`config.mk`:
```
export PLATFORM = sky130hd
export DESIGN_NAME = fb_fill_engine
export DESIGN_NICKNAME = d
export VERILOG_FILES = /design/src/rtl/fb_fill_engine.sv
export SDC_FILE = /design/constraint.sdc
export NUM_CORES = 1
export LEC_CHECK = 0
export ABC_CLOCK_PERIOD_IN_PS = 6830
export BUFFER_PORTS_ARGS = -buffer_cell sky130_fd_sc_hd__buf_2
export CORE_MARGIN = 4
export CORE_UTILIZATION = 46
export CTS_BUF_LIST = sky130_fd_sc_hd__clkbuf_8
export DETAILED_ROUTE_END_ITERATION = 12
export PLACE_DENSITY_LB_ADDON = 0.3
export SLEW_MARGIN = 40
export SYNTH_ARGS = -nofsm -noshare
export SYNTH_HDL_FRONTEND = slang
export SYNTH_SLANG_ARGS = --single-unit
```
`constraint.sdc`:
```
create_clock -name clk -period 6.83 [get_ports clk]
set_clock_uncertainty 0.2 [all_clocks]
set_input_delay 0.683 -clock clk [delete_from_list [all_inputs] [get_ports clk]]
set_output_delay 0.683 -clock clk [all_outputs]
set_load 0.1 [all_outputs]
```
`src/rtl/fb_fill_engine.sv`:
```
// Rectangle fill engine: clips a rectangle to the framebuffer and writes one
// colour word per pixel in row-major order over the sel/wr/ack access port.
module fb_fill_engine #(
   parameter int FB_WIDTH    = 640,
   parameter int FB_HEIGHT   = 480,
   parameter int COORD_WIDTH = 12
) (
   input  logic                   clk,
   input  logic                   reset_i,
   input  logic                   start_i,
   input  logic [23:0]            base_address_i,
   input  logic [COORD_WIDTH-1:0] x0_i,
   input  logic [COORD_WIDTH-1:0] y0_i,
   input  logic [COORD_WIDTH-1:0] w_i,
   input  logic [COORD_WIDTH-1:0] h_i,
   input  logic [15:0]            color_i,
   output logic                   busy_o,
   output logic                   done_o,
   output logic                   sel_o,
   output logic                   wr_o,
   output logic [3:0]             mask_o,
   output logic [23:0]            address_o,
   output logic [15:0]            data_o,
   input  logic                   ack_i
);
   // state | meaning
   // IDLE  | waiting for start_i, request inputs latched on start
   // SETUP | clip rectangle, compute first row address, detect empty fill
   // REQ   | write in flight, outputs held until ack_i
   // GAP   | idle bus cycle, advance column/row or finish
   // DONE  | one-cycle completion pulse
   typedef enum logic [2:0] {IDLE, SETUP, REQ, GAP, DONE} state_t;

   localparam logic [COORD_WIDTH-1:0] FB_W_C = COORD_WIDTH'(FB_WIDTH);
   localparam logic [COORD_WIDTH-1:0] FB_H_C = COORD_WIDTH'(FB_HEIGHT);
   localparam logic [COORD_WIDTH-1:0] ONE_C  = COORD_WIDTH'(1);
   localparam logic [23:0]            FB_W_A = 24'(FB_WIDTH);

   state_t                 state;
   logic                   sel_q;
   logic [23:0]            base_q;
   logic [23:0]            row_addr;
   logic [15:0]            color_q;
   logic [COORD_WIDTH-1:0] x0_q, y0_q, w_q, h_q;
   logic [COORD_WIDTH-1:0] eff_w, eff_h, col, row;

   logic [COORD_WIDTH-1:0] room_x, room_y, fit_w, fit_h, col_nxt, row_nxt;
   logic [23:0]            origin;
   logic                   empty;

   // Clip terms are only meaningful when the corner lies inside the buffer;
   // the empty check covers the other case before they are used.
   assign room_x  = FB_W_C - x0_q;
   assign room_y  = FB_H_C - y0_q;
   assign fit_w   = (w_q < room_x) ? w_q : room_x;
   assign fit_h   = (h_q < room_y) ? h_q : room_y;
   assign empty   = (x0_q >= FB_W_C) || (y0_q >= FB_H_C) || (w_q == '0) || (h_q == '0);
   assign origin  = base_q + 24'(y0_q) * FB_W_A + 24'(x0_q);
   assign col_nxt = col + ONE_C;
   assign row_nxt = row + ONE_C;

   assign sel_o  = sel_q;
   assign wr_o   = sel_q;
   assign mask_o = 4'hF;

   always_ff @(posedge clk) begin
      if (reset_i) begin
         state     <= IDLE;
         sel_q     <= 1'b0;
         busy_o    <= 1'b0;
         done_o    <= 1'b0;
         address_o <= '0;
         data_o    <= '0;
         base_q    <= '0;
         row_addr  <= '0;
         color_q   <= '0;
         x0_q      <= '0;
         y0_q      <= '0;
         w_q       <= '0;
         h_q       <= '0;
         eff_w     <= '0;
         eff_h     <= '0;
         col       <= '0;
         row       <= '0;
      end else begin
         done_o <= 1'b0;
         case (state)
            IDLE: begin
               if (start_i) begin
                  base_q  <= base_address_i;
                  x0_q    <= x0_i;
                  y0_q    <= y0_i;
                  w_q     <= w_i;
                  h_q     <= h_i;
                  color_q <= color_i;
                  busy_o  <= 1'b1;
                  state   <= SETUP;
               end
            end
            SETUP: begin
               eff_w    <= fit_w;
               eff_h    <= fit_h;
               col      <= '0;
               row      <= '0;
               row_addr <= origin;
               if (empty) begin
                  done_o <= 1'b1;
                  busy_o <= 1'b0;
                  state  <= DONE;
               end else begin
                  sel_q     <= 1'b1;
                  address_o <= origin;
                  data_o    <= color_q;
                  state     <= REQ;
               end
            end
            REQ: begin
               if (ack_i) begin
                  sel_q <= 1'b0;
                  state <= GAP;
               end
            end
            GAP: begin
               if (col_nxt < eff_w) begin
                  col       <= col_nxt;
                  address_o <= row_addr + 24'(col_nxt);
                  sel_q     <= 1'b1;
                  state     <= REQ;
               end else if (row_nxt < eff_h) begin
                  col       <= '0;
                  row       <= row_nxt;
                  row_addr  <= row_addr + FB_W_A;
                  address_o <= row_addr + FB_W_A;
                  sel_q     <= 1'b1;
                  state     <= REQ;
               end else begin
                  done_o <= 1'b1;
                  busy_o <= 1'b0;
                  state  <= DONE;
               end
            end
            DONE:    state <= IDLE;
            default: state <= IDLE;
         endcase
      end
   end
endmodule

```
Word-level counts from Yosys, hierarchy flattened:

Cells that the tools add are included.

* output and inout port bits: 48
* flip-flop bits (word level): 206
* bits of input ports: 92
* logic and storage cells: 95

* reduce and logical (&&, ||, !) cells: 17
* muxes and demuxes: 34
* bitwise gates (word level): 1
* $mul: 1
* order comparisons: 6
* add/sub/neg operators: 8
* eq/ne operators: 11

Operators with widths (count)
* $mux 24: 4
* $pmux 24 s2: 2
* $mux 12: 6
* $add 24x12->24: 2
* $lt 12x12->1: 4
* $pmux 12 s2: 2
* $add 12x1->12 const B: 2
* $add 24x10->24 const B: 1
* $add 24x22->24: 1
* $logic_not 12->1: 2
* $mul 12x3->15 const B: 1
* $mux 3: 5
* $ne 2x2->1 const B: 7
* $ge 12x10->1 const B: 1
* $ge 12x9->1 const B: 1
* $pmux 3 s4: 1
* $sub 10x12->12 const A: 1
* $sub 9x12->12 const A: 1
* $mux 1: 11
* $reduce_and 2->1: 4
* $eq 3x2->1 const B: 2
* $pmux 1 s3: 2
* $reduce_and 3->1: 2
* $reduce_bool 3->1: 2
* other kinds (9): 11

Logic depth before layout (Yosys ltp):

Gate-level depths: netlist (run 1).

* depth in word-level cells: 6
* mapped depth: 22
* gate-level depth less buffers: 22

Least setup slack after synthesis (run 1):

No wires, ideal clock.

* path kind: register to register
* start: reg y0_q[1]
* end: reg address_o[22]
* slack: 2.615 ns
* data required time: 6.542 ns
* stages on the path, launching flop included: 22
* clock period less this slack: 4.215 ns
* library setup time: 0.088 ns
* data arrival time: 3.926 ns
* path buffers: 1
* cell sequence: dfxtp_1 ha_1 ha_1 inv_1 fa_1 nor2b_1 o21ai_0 a21boi_0 o21ai_0 a21oi_1 nor2_1 xnor2_1 ha_1 ha_1 clkbuf_1 nand2_1 a21boi_0 o21ai_0 or3_1 mux2i_1 nor2_1 a311oi_2

* word-level cells in the longest chain between the ends: 6
* elaborated cells between the ends (all ways): 11
* classes of those cells: 2 x add/sub; 1 x mul; 1 x order compare; 1 x eq/ne; 2 x mux; 4 x reduce/logical

Ends and longest elaborated chain
* start: declaration: line 44 `logic [COORD_WIDTH-1:0] x0_q, y0_q, w_q, h_q;`
* start signal: assignment: line 92 `y0_q <= y0_i;`
* branches (longest 6 deep; another with $add 24x22->24)
* end signal: assignment: line 112 `address_o <= origin;`
* end signal: assignment: line 126 `address_o <= row_addr + 24'(col_nxt);`
* end signal: assignment: line 133 `address_o <= row_addr + FB_W_A;`
* end: declaration: line 22 `output logic [23:0] address_o,`

Parallel ways; which one is timed is not known. The select of a mux whose other input is x is not followed.
A chain may end at the register's enable or synchronous reset.

Worst setup path after layout (run 1):

* start: reg y0_q[5]
* end: reg address_o[23]

Same word-level chain as after synthesis.

==> results of run 1 <==
worst max path at each step:
| stage | endpoint | startpoint | depth (start not counted) |
|---|---|---|---|
| global placement | address_o[1]$_SDFFE_PP0P_ | row[0]$_SDFFE_PP0P_ | 14 |
| floorplan | address_o[22]$_SDFFE_PP0P_ | y0_q[1]$_SDFFE_PP0P_ | 21 |
| finish | address_o[23]$_SDFFE_PP0P_ | y0_q[5]$_SDFFE_PP0P_ | 20 |
| global route | address_o[23]$_SDFFE_PP0P_ | y0_q[5]$_SDFFE_PP0P_ | 20 |
| CTS | address_o[23]$_SDFFE_PP0P_ | y0_q[5]$_SDFFE_PP0P_ | 20 |
| detailed placement | address_o[23]$_SDFFE_PP0P_ | y0_q[5]$_SDFFE_PP0P_ | 20 |
worst register-to-register path, stage by stage (launching register included):
cell,delay (ps)
dfxtp_1,490
ha_1,310
ha_1,340
nor2b_1,140
o21ai_0,200
a21boi_0,140
o21ai_0,240
a21oi_1,120
o21ai_0,220
mux2i_1,220
nand2_1,90
ha_1,280
ha_1,400
o21ai_0,140
a21oi_1,160
o21a_1,130
o22ai_1,80
a21oi_1,170
xor2_1,380
a211oi_1,140
nor3_1,180
cell type report:
cell class              count  area share
clock buffers              51      0.0469
clock inverters            13     0.00952
flip-flops and latches    206       0.275
multi-input cells        1317       0.565
inverters                  67      0.0168
well taps                 378      0.0316
repair buffers            151      0.0550
metrics by stage:
stage / total power, mW / setup WS [ps]
floorplan: 2.15 / 2620
CTS: 3.73 / 2100
global placement: 2.39 / 2160
global route: 3.91 / 1770
detailed placement: 2.41 / 2130
finish: 3.72 / 2020
state kept, by name, indices dropped and copies added (netlist names), 3 cells and up:
signal,flops
address_o,24
base_q,24
row_addr,24
color_q,16
data_o,16
col,12
eff_h,12
eff_w,12
h_q,12
row,12
w_q,12
x0_q,12
y0_q,12
state,3
synth_stat cells (8+ instances only):
cell type,count
a211oi_1,43
a21o_1,19
a21oi_1,205
a311oi_1,15
a31oi_1,8
and2_1,13
and3_1,19
buf_2,17
buf_4,9
clkbuf_1,72
dfxtp_1,206
fa_1,8
ha_1,120
inv_1,66
mux2i_1,23
nand2_1,286
nand3_1,32
nand4_1,14
nor2_1,128
nor3_1,44
nor4_1,15
o211ai_1,22
o21a_1,10
o21ai_0,56
o21ai_1,9
o311a_1,9
o31ai_1,12
or3_1,8
xnor2_1,45
xor2_1,32
kinds of logic after synthesis:
family | Yosys count
DFF | 206
and+or+nand+nor | 601
adders and majority gates | 128
AOI/OAI and AO/OA | 482
xor gates and xnor gates | 77
muxes | 25
other | 1
buffers and inverters | 171
where the power goes:
| group | total [mW] | switching [mW] | internal (mW) | leakage, nW |
|---|---|---|---|---|
| registers | 1.37 | 0.0876 | 1.28 | 1.68 |
| clock network | 1.31 | 0.533 | 0.778 | 0.454 |
| logic | 1.04 | 0.703 | 0.333 | 4.15 |
| total | 3.72 | 1.32 | 2.40 | 6.28 |
routing by layer:
metal / vias up / global-route usage
li1: 6193 / -
met1: 5734 / 0.317
met2: 376 / 0.355
met3: 74 / 0.0375
met4: 0 / 0.0732
met5: - / 0
==> results.ini, run 1 <==
[sta]
finalMaxSlewViolations=0
max_slew_margin=0.465
hold_violations=0
period_share=0.704
min_period_ps=4810
rsz0062_at_grt=no
hold_slack_ps=177
finalSetupTns_ps=0
fmax_mhz=208
setup_viol=0
worstMarginPinSlew_ps=803

[place]
placed_area_um2=14100
place_inst=2119
dp_hpwl_um=27200
place_congestion=0.931
portBuffers=135

[cells_and_area]
multi_input_comb_area_um2=8460
nFillCells=2745
drive_above_1_share=0.139
final_area_um2=15000
fin_util=0.533
regArea_um2=4130
instances_no_fill=2183
final_common_cell=nand2_1
nets=2000
areaGrowthSynthToFinish_pct=13.1
final_cell_mix=nand2_1, a21oi_1, dfxtp_1, buf_2, nor2_1
diodes=0

[clocking]
cts.path.max_buffers=3
cts_resized=0
post_cts_buffers=0
cts.sinks=206
tritoncts.num_buffers=37
clock_latency_ps=550
root_buffer=clkbuf_8
cts_tree=built
ctsHoldBuffers=0
htree_levels=2
path_clk_slew_ps=60

[global_routing]
grt_pass1_wl_um=58600
grt_antenna_before_repair=0
first_global_vias=11400
overflow=0
grt_max_degree=122
grt_use_total=0.226

[setup_path]
crit_type=reg2reg
max_stage_delay_ps=490
critPathCaptureType=flop
arrival_ps=5080
cp_max_fo=8
cp_cell_sequence=ha_1, ha_1, nor2b_1, o21ai_0, a21boi_0, o21ai_0, a21oi_1, o21ai_0, mux2i_1, nand2_1, ha_1, ha_1, o21ai_0, a21oi_1, o21a_1, o22ai_1, a21oi_1, xor2_1, a211oi_1, nor3_1
start_kind=flop
path_buf_inv=0
worst-endpoint-required_ps=7100
r2r_cells=20
worst_path_max_delay_cell=dfxtp_1
reg2reg_to=address_o[23]$_SDFFE_PP0P_
crit_family=compound AO/OA/AOI/OAI gates
regToRegStartpoint=y0_q[5]$_SDFFE_PP0P_
ff2ff_setup_slack_ps=2020

[floorplan]
die_w_um=178
dieArea_um2=31600
fp.dieH_um=178
ioPinCount=140
start_util=0.471
coreArea_um2=28100
rows=61

[synth]
synth_cells=1691
seq_area_frac_synth=0.312
syn_area_um2=13200
yosys.area.top_type=dfxtp_1
synthSimpleGateAreaFrac=0.202
synth_edf_count=0
async_reset_ff_frac=0
synth_top_family_by_area=compound AO/OA/AOI/OAI gates
synth_mux_area_frac=0.0194
synth-adder-area-share=0.126
ys_ff_latch=206
synth_compound_area_frac=0.237
synth-xor-area-share=0.0509
synth_flop_cell=dfxtp_1
synth.avg_cell_area_um2=7.83
ys_warn_count=0
netlist_top_cells_area=dfxtp_1, ha_1, nand2_1
synth_top_area_share=0.312
synth_cell_types=84

[route]
met1_length_um=17000
drt_iter0_drc=902
drt-total-wl_um=36900
wire_per_inst_um=16.9
ant_nets=0
viasPerCell=5.67
wl_met3_um=2360
via_count=12400
top_layer_used=met4
route.detailed.drc=0
first_pass_iters=5
wl_met2_um=16500

[worst_hold_path]
worstHoldEndpoint=color_q[1]$_SDFFE_PP0P_
holdPathStages=3
hp-start=color_i[1]
min_path_type=in2reg

[job]
drv_cap=0

[status]
status=finished clean

[power_and_ir_drop]
power_density_nw_per_um2=248
irDropWorstVdd_uv=148
leakage_nw=6.28

No activity file was read; power rests on OpenSTA's default activity.
==> inputs of run 2 (changes only) <==
--- a/config.mk
+++ b/config.mk
@@ -5,7 +5,7 @@
 export SDC_FILE = /design/constraint.sdc
 export NUM_CORES = 1
 export LEC_CHECK = 0
-export ABC_CLOCK_PERIOD_IN_PS = 6830
+export ABC_CLOCK_PERIOD_IN_PS = 4100
 export BUFFER_PORTS_ARGS = -buffer_cell sky130_fd_sc_hd__buf_2
 export CORE_MARGIN = 4
 export CORE_UTILIZATION = 46
==> constraint.sdc (replaced) <==
create_clock -name clk -period 4.1 [get_ports clk]
set_clock_uncertainty 0.2 [all_clocks]
set_input_delay 0.41 -clock clk [delete_from_list [all_inputs] [get_ports clk]]
set_output_delay 0.41 -clock clk [all_outputs]
set_load 0.1 [all_outputs]
==> run 2 against run 1 <==
Against the previous run: fmax rose by 18%; critical path type unchanged; first-iteration DRC count rose by 18%; sequential power rose by 66%; via count rose by 8.3%; core utilization rose by 6.9 points; worst setup slack got worse by 2000 ps; final cell count rose by 8.2%; power rose by 70%; sequential share of layout area fell by 3.1 points; critical path depth did not move; register-to-register slack got worse by 2000 ps; global-route usage rose by 2.0 points.
==> results.ini, run 2 (same netlist as run 1, synthesis figures left out) <==
[place]
dp_hpwl_um=28400  ; +4.1%
place_congestion=0.933  ; +0.20%
portBuffers=135  ; unchanged
place_inst=2205  ; +4.1%
placed_area_um2=14800  ; +4.9%

[setup_path]
regToRegStartpoint=y0_q[3]$_SDFFE_PP0P_
crit_type=reg2reg
ff2ff_setup_slack_ps=30  ; -1990 ps
cp_max_fo=3  ; -5
reg2reg_to=address_o[20]$_SDFFE_PP0P_
cp_cell_sequence=ha_4, ha_4, inv_2, fa_2, nor2b_1, o21ai_2, a21boi_2, o21ai_2, nand2_1, xor2_1, ha_1, ha_4, a211oi_4, o21ba_4, and3_4, o211ai_1, a41oi_2, xnor2_2, nand2_1, a311oi_1
start_kind=flop
r2r_cells=20  ; unchanged
max_stage_delay_ps=340  ; -150 ps
worst-endpoint-required_ps=4350  ; -2750 ps
arrival_ps=4320  ; -760 ps
worst_path_max_delay_cell=dfxtp_2
crit_path_frequent_cell=ha_4
critPathCaptureType=flop

[clocking]
tritoncts.num_buffers=38  ; +2.7%
path_clk_slew_ps=70  ; about the same
cts.sinks=206  ; unchanged
cts_tree=built
cts.path.max_buffers=3  ; unchanged
htree_levels=2  ; unchanged
root_buffer=clkbuf_8
clock_latency_ps=550  ; about the same

[power_and_ir_drop]
p_seq_frac=0.360  ; -0.009
power_density_nw_per_um2=374  ; +51%
leakage_nw=7.15  ; +14%
irDropWorstVdd_uv=294  ; +99%
power_frac_clock=0.308  ; -0.044
p_int_mw=4.00  ; +67%
swShare=0.368  ; +0.0127
combPwrFrac=0.332  ; +0.053
power_mw=6.33  ; +70%
power.switching_mw=2.33  ; +76%

[cells_and_area]
areaGrowthSynthToFinish_pct=27.8
diodes=0  ; unchanged
reg_top3=address_o: 24 flops, base_q: 24 flops, row_addr: 24 flops
final_area_um2=16900  ; +13%
multi_input_comb_area_um2=8880  ; +5.0%
instances_no_fill=2363  ; +8.2%
drive_above_1_share=0.203  ; +0.0645
nets=2182  ; +9.1%
regArea_um2=4140  ; +0.24%
final_cell_mix=nand2_1, dfxtp_1, a21oi_1, buf_2, nor2_1
fin_util=0.603  ; +0.0693
nFillCells=2436  ; -11%
final_common_cell=nand2_1

[sta]
fmax_mhz=246  ; +18%
min_period_ps=4070  ; -743 ps
finalMaxSlewViolations=0  ; unchanged
setup_viol=0  ; unchanged
worstMarginPinSlew_ps=641  ; -162 ps
period_share=0.992  ; +0.288
rsz0062_at_grt=yes
max_slew_margin=0.573  ; +0.108
hold_violations=0  ; unchanged

[route]
drt_iter0_drc=1067  ; +18%
drt-total-wl_um=40100  ; +8.7%
route.detailed.drc=0  ; unchanged
wire_per_inst_um=17.0  ; +0.38%
viasPerCell=5.67  ; about the same
via_count=13400  ; +8.3%
ant_nets=0  ; unchanged
first_pass_iters=5  ; unchanged

[floorplan]
start_util=0.471  ; unchanged
rows=61  ; unchanged
die_w_um=178  ; unchanged
ioPinCount=140  ; unchanged
fp.dieH_um=178  ; unchanged
dieArea_um2=31600  ; unchanged
coreArea_um2=28100  ; unchanged

[worst_hold_path]
holdPathStages=2  ; -1
worstHoldEndpoint=col[11]$_SDFFE_PP0P_
min_path_type=in2reg
hp-start=reset_i

[status]
status=finished clean

[global_routing]
overflow=0  ; unchanged
grt_pass1_wl_um=63900  ; +9.1%
grt_max_degree=93  ; -24%
grt_use_total=0.246  ; +0.0202
first_global_vias=12600  ; +10%
grt_antenna_before_repair=0  ; unchanged

[job]
drv_cap=0  ; unchanged

-- run 2: layer usage --
metal  share of wire  up-vias  global-route usage
met3           0.061       98              0.0358
met5               0        -                   0
li1                -     6570                   -
met1            0.44     6270               0.333
met2            0.47      469               0.406
met4           0.030        0              0.0793
-- run 2: stage by stage --
step           setup WS [ps]  hold slack [ps]  TNS [ps]
4_1_cts                -7.64             83.2     -7.64
3_5_place_dp            -318              246     -3250
5_1_grt                 -210              112     -1450
3_3_place_gp            -235              236     -1590
6_report                33.3              109         0
2_1_floorplan          -26.4              232     -26.4
-- run 2: worst max path at each step --
stage                         start  slack (ps)                          to  cells after the start
6_report       y0_q[3]$_SDFFE_PP0P_          30  address_o[20]$_SDFFE_PP0P_                     20
5_1_grt        y0_q[3]$_SDFFE_PP0P_        -210  address_o[23]$_SDFFE_PP0P_                     22
4_1_cts        y0_q[3]$_SDFFE_PP0P_          -8  address_o[20]$_SDFFE_PP0P_                     19
3_5_place_dp   y0_q[3]$_SDFFE_PP0P_        -320  address_o[23]$_SDFFE_PP0P_                     22
3_3_place_gp   y0_q[3]$_SDFFE_PP0P_        -240  address_o[22]$_SDFFE_PP0P_                     20
2_1_floorplan  y0_q[1]$_SDFFE_PP0P_         -30  address_o[22]$_SDFFE_PP0P_                     21
-- run 2: worst max-delay path, delay by kind of cell, from the launching register on --
family / cells / cell delay [ps]
compound gates: 8 / 1370
fa+ha+maj: 5 / 1200
simple gates: 4 / 500
flops: 1 / 340
xor+xnor: 2 / 310
buf+inv: 1 / 40
-- run 2: area by class of cell --
type | instances | share of cell area
clock buffer | 44 | 0.0358
clock inverter | 19 | 0.00747
inverter | 67 | 0.0149
multi-input combinational | 1317 | 0.525
sequential | 206 | 0.244
tap | 378 | 0.0279
timing repair buffer | 332 | 0.145
-- run 2: power groups by stage --
stage               clock [mW]  sequential [mW]  combinational (mW)
floorplan                    0             2.45                1.14
global placement             0             2.31                1.84
detailed placement           0             2.31                1.87
CTS                       1.99             2.27                1.98
global route              2.07             2.30                2.28
finish                    1.95             2.28                2.10
-- run 2: repair_timing --
item / CTS / global route
cloned: 0 / 0
hold buffers: 89 / 0
pin swaps: 25 / 46
gates resized for setup: 33 / 68
setup buffers: 2 / 5
hold endpoints to repair: 89 / 0
setup endpoints to repair: 16 / 68
